## src/rtl/chf_pll_pkg.sv

```systemverilog
// Shared types and PLL reconfiguration register map for the Channel F
// video-standard switch sequencer.
package chf_pll_pkg;

  typedef enum logic [2:0] {
    ST_IDLE,
    ST_WR_MODE,
    ST_WR_N,
    ST_WR_M,
    ST_WR_C0,
    ST_WR_MFRAC,
    ST_WR_START,
    ST_WAIT_LOCK
  } pll_state_e;

  localparam logic [5:0] PLL_REG_MODE  = 6'd0;
  localparam logic [5:0] PLL_REG_START = 6'd2;
  localparam logic [5:0] PLL_REG_N     = 6'd3;
  localparam logic [5:0] PLL_REG_M     = 6'd4;
  localparam logic [5:0] PLL_REG_C0    = 6'd5;
  localparam logic [5:0] PLL_REG_MFRAC = 6'd7;

  localparam logic [31:0] PLL_MODE_WAITREQ = 32'h0000_0000;
  localparam logic [31:0] PLL_START_VAL    = 32'h0000_0000;
  localparam logic [31:0] PLL_N_VAL        = 32'h0001_0000;
  localparam logic [31:0] PLL_M_VAL        = 32'h0000_0404;
  localparam logic [31:0] PLL_C0_NTSC      = 32'h0000_0505;
  localparam logic [31:0] PLL_C0_PAL       = 32'h0002_0504;
  localparam logic [31:0] PLL_MFRAC_NTSC   = 32'h9745_BF27;
  localparam logic [31:0] PLL_MFRAC_PAL    = 32'hA3D7_09E8;

  function automatic logic [5:0] pll_wr_addr(input pll_state_e st);
    case (st)
      ST_WR_MODE:  return PLL_REG_MODE;
      ST_WR_N:     return PLL_REG_N;
      ST_WR_M:     return PLL_REG_M;
      ST_WR_C0:    return PLL_REG_C0;
      ST_WR_MFRAC: return PLL_REG_MFRAC;
      ST_WR_START: return PLL_REG_START;
      default:     return 6'd0;
    endcase
  endfunction

  function automatic logic [31:0] pll_wr_data(input pll_state_e st, input logic tgt_pal);
    case (st)
      ST_WR_MODE:  return PLL_MODE_WAITREQ;
      ST_WR_N:     return PLL_N_VAL;
      ST_WR_M:     return PLL_M_VAL;
      ST_WR_C0:    return tgt_pal ? PLL_C0_PAL : PLL_C0_NTSC;
      ST_WR_MFRAC: return tgt_pal ? PLL_MFRAC_PAL : PLL_MFRAC_NTSC;
      ST_WR_START: return PLL_START_VAL;
      default:     return 32'h0000_0000;
    endcase
  endfunction

  function automatic pll_state_e pll_wr_next(input pll_state_e st);
    case (st)
      ST_WR_MODE:  return ST_WR_N;
      ST_WR_N:     return ST_WR_M;
      ST_WR_M:     return ST_WR_C0;
      ST_WR_C0:    return ST_WR_MFRAC;
      ST_WR_MFRAC: return ST_WR_START;
      ST_WR_START: return ST_WAIT_LOCK;
      default:     return ST_IDLE;
    endcase
  endfunction

endpackage

```

## src/rtl/chf_sync2.sv

```systemverilog
// Two-flop synchronizer for a single asynchronous level signal.
module chf_sync2 (
  input  logic clk,
  input  logic rst_n,
  input  logic d,
  output logic q
);

  logic meta;

  always_ff @(posedge clk or negedge rst_n) begin
    if (!rst_n) begin
      meta <= 1'b0;
      q    <= 1'b0;
    end else begin
      meta <= d;
      q    <= meta;
    end
  end

endmodule

```

## src/rtl/chf_pll_reconf.sv

```systemverilog
// NTSC/PAL switch sequencer: rewrites the PLL counters over Avalon-MM and
// holds the core in reset until the PLL has relocked and stayed stable.
module chf_pll_reconf
  import chf_pll_pkg::*;
#(
  parameter bit RESET_PAL = 1'b0,
  parameter int LOCK_HOLD = 1024
) (
  input  logic        clk,
  input  logic        reset_n,
  input  logic        pal,
  input  logic        pll_locked,
  input  logic        mgmt_waitrequest,
  output logic        mgmt_write,
  output logic [5:0]  mgmt_address,
  output logic [31:0] mgmt_writedata,
  output logic        tv_reset,
  output logic        busy
);

  localparam int CNT_W = $clog2(LOCK_HOLD + 1);
  localparam logic [CNT_W-1:0] HOLD_LAST = CNT_W'(LOCK_HOLD - 1);

  logic pal_s;
  logic lock_s;

  chf_sync2 u_sync_pal (
    .clk   (clk),
    .rst_n (reset_n),
    .d     (pal),
    .q     (pal_s)
  );

  chf_sync2 u_sync_lock (
    .clk   (clk),
    .rst_n (reset_n),
    .d     (pll_locked),
    .q     (lock_s)
  );

  pll_state_e       state_q, state_d;
  logic             cur_pal, cur_pal_d;
  logic             tgt_pal, tgt_pal_d;
  logic [CNT_W-1:0] cnt, cnt_d;
  logic             write_d;
  logic [5:0]       addr_d;
  logic [31:0]      data_d;
  logic             tv_reset_d;
  pll_state_e       wr_nxt;

  always_ff @(posedge clk or negedge reset_n) begin
    if (!reset_n) begin
      state_q        <= ST_IDLE;
      cur_pal        <= RESET_PAL;
      tgt_pal        <= RESET_PAL;
      cnt            <= '0;
      mgmt_write     <= 1'b0;
      mgmt_address   <= 6'd0;
      mgmt_writedata <= 32'h0000_0000;
      tv_reset       <= 1'b0;
    end else begin
      state_q        <= state_d;
      cur_pal        <= cur_pal_d;
      tgt_pal        <= tgt_pal_d;
      cnt            <= cnt_d;
      mgmt_write     <= write_d;
      mgmt_address   <= addr_d;
      mgmt_writedata <= data_d;
      tv_reset       <= tv_reset_d;
    end
  end

  always_comb begin
    state_d    = state_q;
    cur_pal_d  = cur_pal;
    tgt_pal_d  = tgt_pal;
    cnt_d      = cnt;
    write_d    = mgmt_write;
    addr_d     = mgmt_address;
    data_d     = mgmt_writedata;
    tv_reset_d = tv_reset;
    wr_nxt     = pll_wr_next(state_q);

    case (state_q)
      ST_IDLE: begin
        cnt_d = '0;
        if (pal_s != cur_pal) begin
          tgt_pal_d  = pal_s;
          tv_reset_d = 1'b1;
          state_d    = ST_WR_MODE;
        end
      end

      ST_WAIT_LOCK: begin
        if (!lock_s) begin
          cnt_d = '0;
        end else if (cnt == HOLD_LAST) begin
          cnt_d      = '0;
          tv_reset_d = 1'b0;
          cur_pal_d  = tgt_pal;
          state_d    = ST_IDLE;
        end else begin
          cnt_d = cnt + CNT_W'(1);
        end
      end

      default: begin
        // Only the first write of a sequence sees mgmt_write low; later
        // writes are presented back-to-back on completion of the previous.
        if (!mgmt_write) begin
          write_d = 1'b1;
          addr_d  = pll_wr_addr(state_q);
          data_d  = pll_wr_data(state_q, tgt_pal);
        end else if (!mgmt_waitrequest) begin
          state_d = wr_nxt;
          if (state_q == ST_WR_START) begin
            write_d = 1'b0;
          end else begin
            addr_d = pll_wr_addr(wr_nxt);
            data_d = pll_wr_data(wr_nxt, tgt_pal);
          end
        end
      end
    endcase
  end

  assign busy = (state_q != ST_IDLE);

endmodule

```

## config.mk

```make
export PLATFORM = sky130hd
export DESIGN_NAME = chf_pll_reconf
export DESIGN_NICKNAME = d
export VERILOG_FILES = /design/src/rtl/chf_pll_pkg.sv /design/src/rtl/chf_sync2.sv /design/src/rtl/chf_pll_reconf.sv
export SDC_FILE = /design/constraint.sdc
export NUM_CORES = 1
export LEC_CHECK = 0
export BUFFER_PORTS_ARGS = -buffer_cell sky130_fd_sc_hd__clkbuf_2
export CAP_MARGIN = 20
export CORE_MARGIN = 1.5
export CORE_UTILIZATION = 30
export DETAILED_ROUTE_END_ITERATION = 8
export SYNTH_ARGS = -nofsm -noshare
export SYNTH_HDL_FRONTEND = slang
export SYNTH_SLANG_ARGS = --single-unit
```

## constraint.sdc

```tcl
create_clock -name clk -period 4.25 [get_ports clk]
set_clock_uncertainty 0.15 [all_clocks]
set_input_delay 0 -clock clk [delete_from_list [all_inputs] [get_ports clk]]
set_output_delay 0 -clock clk [all_outputs]
set_load 0.1 [all_outputs]
```

# == Yosys cells after proc, flatten, opt, wreduce, memory -nomap -nowiden ==
# Cells that the tools add are included.
# word_totals
ff_bits,60
elab_cells,73
in_bits,5
# classes
n_reduce_logical,10
bitwise,1
mux,29
n_eq_ne,20
add_sub_neg,1
# op_table
operator,n
$pmux W32 S4,2
$mux W32,3
$mux W30,1
$pmux W3 S5,2
$mux W11,2
$pmux W11 S2,1
$eq A3 B3 Y1 const B,7
$mux W18,1
$mux W6,3
$pmux W3 S6,1
$mux W3,5
$eq A3 B2 Y1 const B,4
$add A11 B1 Y11 const B,1
$eq A11 B10 Y1 const B,1
$ne A2 B2 Y1 const B,4
$mux W1,6
$pmux W3 S2,1
$reduce_and A3 Y1,2
$reduce_bool A3 Y1,2
$reduce_and A5 Y1,1
$reduce_and A4 Y1,1
$eq A3 B1 Y1 const B,1
$logic_not A3 Y1,1
$ne A3 B1 Y1 const B,1
other kinds (7),7

# == Longest topological paths before layout ==
# logic_depth
ltp_word,7
ltp_mapped,7
mapped_depth_nobuf,6

# == Cells and area by module ==
# From an unflattened synthesis, not the netlist that was laid out.
# hier_totals
cells_unflattened,232
hier_area_um2,2077.0
# by_module_without_submodules
module,cells_each,n_inst,area_per_inst_um2
chf_pll_reconf,228,1,1976.9
chf_sync2,2,2,50.0

# == Worst setup path after synthesis ==
# No wires, ideal clock.
# synth_timing
path_type,register to register
start,reg mgmt_write
end,reg mgmt_writedata[16]
synth_period_minus_slack_ns,2.341
n_path_buf,3
t_required_ns,3.965
path_slack_ns,1.909
stages_incl_launch_ff,7
t_arrival_ns,2.055
cell_sequence,dfrtp_1 buf_2 clkbuf_1 buf_2 nor3_1 a311oi_1 o22ai_1
# synth_via
elab_chain_cells,2
elab_cells_between_ends,4
# synth_lines
element,line_no,rtl
"start, declared",chf_pll_reconf.sv:14,"output logic mgmt_write,"
"start signal, assigned",chf_pll_reconf.sv:66,mgmt_write <= write_d;
$ne A2 B2 Y1 (no source line),--,
$reduce_and A3 Y1 (no source line),--,
"end signal, assigned",chf_pll_reconf.sv:68,mgmt_writedata <= data_d;
"end, declared",chf_pll_reconf.sv:16,"output logic [31:0] mgmt_writedata,"
# Parallel ways exist; a longest one is shown, timed or not.
# A chain may end at the register's enable or synchronous reset.

# == Final worst setup path ==
# layout_timing
start,reg state_q[2]
end,reg mgmt_writedata[8]
# layout_via
elab_chain_cells,7
elab_cells_between_ends,22
# layout_lines
element,line_no,rtl
"start, declared",chf_pll_reconf.sv:41,"pll_state_e state_q, state_d;"
"start signal, assigned",chf_pll_reconf.sv:62,state_q <= state_d;
"$eq A3 B3 Y1, or another cell as far along","chf_pll_pkg.sv:57, chf_pll_reconf.sv:116",
$pmux W3 S6,chf_pll_pkg.sv:57,case (st)
$eq A3 B3 Y1 / $eq A3 B2 Y1 (equally long branches),chf_pll_pkg.sv:45,case (st)
$pmux W32 S4,chf_pll_pkg.sv:45,
$mux W32,chf_pll_reconf.sv:116,if (state_q == ST_WR_START) begin
$mux W32,chf_pll_reconf.sv:114,end else if (!mgmt_waitrequest) begin
$mux W32,chf_pll_reconf.sv:110,if (!mgmt_write) begin
# Parallel ways exist; a longest one is shown, timed or not. The select of a mux whose other input is x is not followed.

==> flow_metrics.py <==
metrics = {
    "synthesis": {
        "synthCells": 221,
        "synthArstFlopShare": 1.00,
        "seq_area_frac_synth": 0.394,
        "synth_cell_types": 55,
        "synth_warnings": 0,
        "yosys-top-cells-count": "dfrtp_1 (33), buf_4 (28), nand2_1 (18), o21ai_0 (16), a21oi_1 (12)",
        "yosysMostFrequentCell": "dfrtp_1",
        "synth_area_leaders": "dfrtp_1 (39%), buf_4 (10%), o21ai_0 (3.8%)",
        "synth_edf_count": 0,
        "synth_top_area_frac": 0.394,
        "synthFlopType": "dfrtp_1",
        "postSynthAreaPerCell_um2": 9.49,
        "ys_seq_elements": 33,
        "synth_area_um2": 2100,
        "yosys.area.top_type": "dfrtp_1",
    },
    "timing": {
        "fin_crit_sh": 0.606,
        "period_needed_ns": 2.57,
        "setup_viol": 0,
        "final_max_slew_viol_count": 0,
        "rsz0062_at_grt": "no",
        "hold_violations": 0,
        "setup-tns-final_ns": 0,
        "clock.fmax_mhz": 388,
        "worst_pin_slew_ns": 0.822,
        "maxSlewHeadroom": 0.452,
    },
    "global_routing": {
        "grt_max_degree": 34,
        "grt_use_total": 0.115,
        "grt_pass1_vias": 1440,
        "grt_pass1_wl_um": 6980,
        "antenna_found_initial": 0,
        "overflow": 0,
    },
    "final_layout": {
        "drive_gt1_frac": 0.235,
        "n_antenna_cell": 0,
        "multiInputGateArea_um2": 1020,
        "syn_to_final_growth_pct": 10.0,
        "n_fill_cell": 676,
        "nets": 246,
        "seq_area_um2": 826,
    },
    "die": {
        "core_um2": 6790,
        "rows": 30,
        "dieWidth_um": 86.6,
        "die-area_um2": 7500,
        "design.portCount": 46,
        "die_h_um": 86.6,
        "initial_utilization": 0.309,
    },
    "place": {
        "dpl.hpwl_um": 2910,
        "numPortBuffers": 36,
        "gp_congestion": 0.791,
    },
    "setup_path": {
        "end_kind": "flop",
        "worstSetupStartpointType": "flop",
        "worstSetupPathType": "flop to flop",
        "crit_required_ns": 4.27,
        "cp.arrival_ns": 2.59,
        "critical_path.max_fanout": 22,
    },
    "drt": {
        "routedWlPerCell_um": 12.5,
        "drc": 0,
        "dr.first_iter.drc_count": 96,
        "vias_per_cell": 4.80,
        "drt-pass1-iter-count": 4,
        "antenna_left": 0,
        "routed_wl_um": 4190,
        "num_vias": 1602,
    },
    "clocking": {
        "cts_root_buf": "clkbuf_8",
        "cts.path.max_buffers": 2,
        "clk_pin_slew_ns": 0.07,
        "numCtsBuffers": 5,
        "cts_htree_levels": 2,
        "insertion_delay_ns": 0.27,
        "cts_sinks": 33,
        "cts_tree": "yes",
    },
    "worst_hold_path": {
        "hold_path_class": "input pin to async pin",
    },
    "run": {
        "max_cap_violations": 0,
    },
    "status": {
        "outcome": "finished clean",
    },
}
worst max-delay path, cell delays in order (launching register included):
cell and delay, ns:
dfrtp_1 0.80, clkinv_1 0.43, o311ai_2 0.80, a211oi_1 0.09, a21o_1 0.19
cell usage in the layout, fill, tap and decap left out, types with 6 or more instances in the layout:
| cell type | count |
|---|---|
| nand2_1 | 18 |
| clkbuf_8 | 7 |
| a22o_1 | 6 |
| nor2_1 | 7 |
| dfrtp_1 | 33 |
| a21oi_1 | 12 |
| nand2b_1 | 10 |
| clkbuf_2 | 36 |
| conb_1 | 9 |
| o21ai_0 | 16 |
cell families (layout without fill, tap and decap cells):
family          after synthesis  after routing  synth area share
mux                           6              6            0.0310
fa+ha+maj                     4              4            0.0239
other cells                   1              9           0.00179
buf+inv                      45             54             0.135
flops                        33             33             0.394
simple gates                 59             59             0.162
compound gates               69             69             0.236
xor+xnor                      4              4            0.0167
through the flow:
| stage | worst slack (ns) | util | hold slack [ns] | instances | area (um^2) |
|---|---|---|---|---|---|
| 4_1_cts | 1.69 | 0.340 | 0.200 | 334 | 2310 |
| 2_1_floorplan | 1.91 | - | -0.446 | 229 | 2130 |
| 3_3_place_gp | 1.81 | 0.319 | -0.0396 | 322 | 2170 |
| 5_1_grt | 1.45 | 0.340 | 0.206 | 334 | 2310 |
| 3_5_place_dp | 1.69 | 0.319 | -0.0403 | 322 | 2170 |
| 6_report | 1.68 | 0.340 | 0.199 | 334 | 2310 |
flip-flops by register name (all words and copies together) (netlist names):
name / cells
u_sync_pal.q: 1
u_sync_lock.meta: 1
mgmt_write: 1
state_q: 3
cnt: 11
mgmt_writedata: 8
cur_pal: 1
tv_reset: 1
u_sync_lock.q: 1
tgt_pal: 1
mgmt_address: 3
u_sync_pal.meta: 1
layer usage:
| metal | GRT usage | wire, um |
|---|---|---|
| met1 | 0.162 | 2190 |
| met2 | 0.180 | 1810 |
| met3 | 0.0248 | 154 |
| met4 | 0.0308 | 31 |
| met5 | 0 | 0 |
timing repair:
action,4_1_cts,5_1_grt
hold buffers,4,0
hold endpoints to repair,36,0
resized for setup,0,0
setup buffers,0,0
cell type report:
type / instances / area share
tap: 96 / 0.0520
timing repair buffer: 40 / 0.0954
clock inverter: 1 / 0.00217
clock buffer: 7 / 0.0417
sequential: 33 / 0.358
inverter: 6 / 0.00976
multi-input combinational: 151 / 0.441
worst paths after layout:
kind / slack, ns / from / endpoint / cells past startpoint
hold reg to reg: 0.20 / u_sync_lock.meta / u_sync_lock.q / 0
hold / removal: 0.20 / reset_n / cnt[4] / 2
setup / recovery: 1.68 / state_q[2] / mgmt_writedata[8] / 4
setup reg to reg: 1.68 / state_q[2] / mgmt_writedata[8] / 4
min in group clk: 0.20 / u_sync_lock.meta / u_sync_lock.q / 0
max in group asynchronous: 3.23 / reset_n / mgmt_writedata[16] / 2
Power is not shown: default switching activity piles up to over one toggle a cycle in this logic, so the estimate is an artifact.
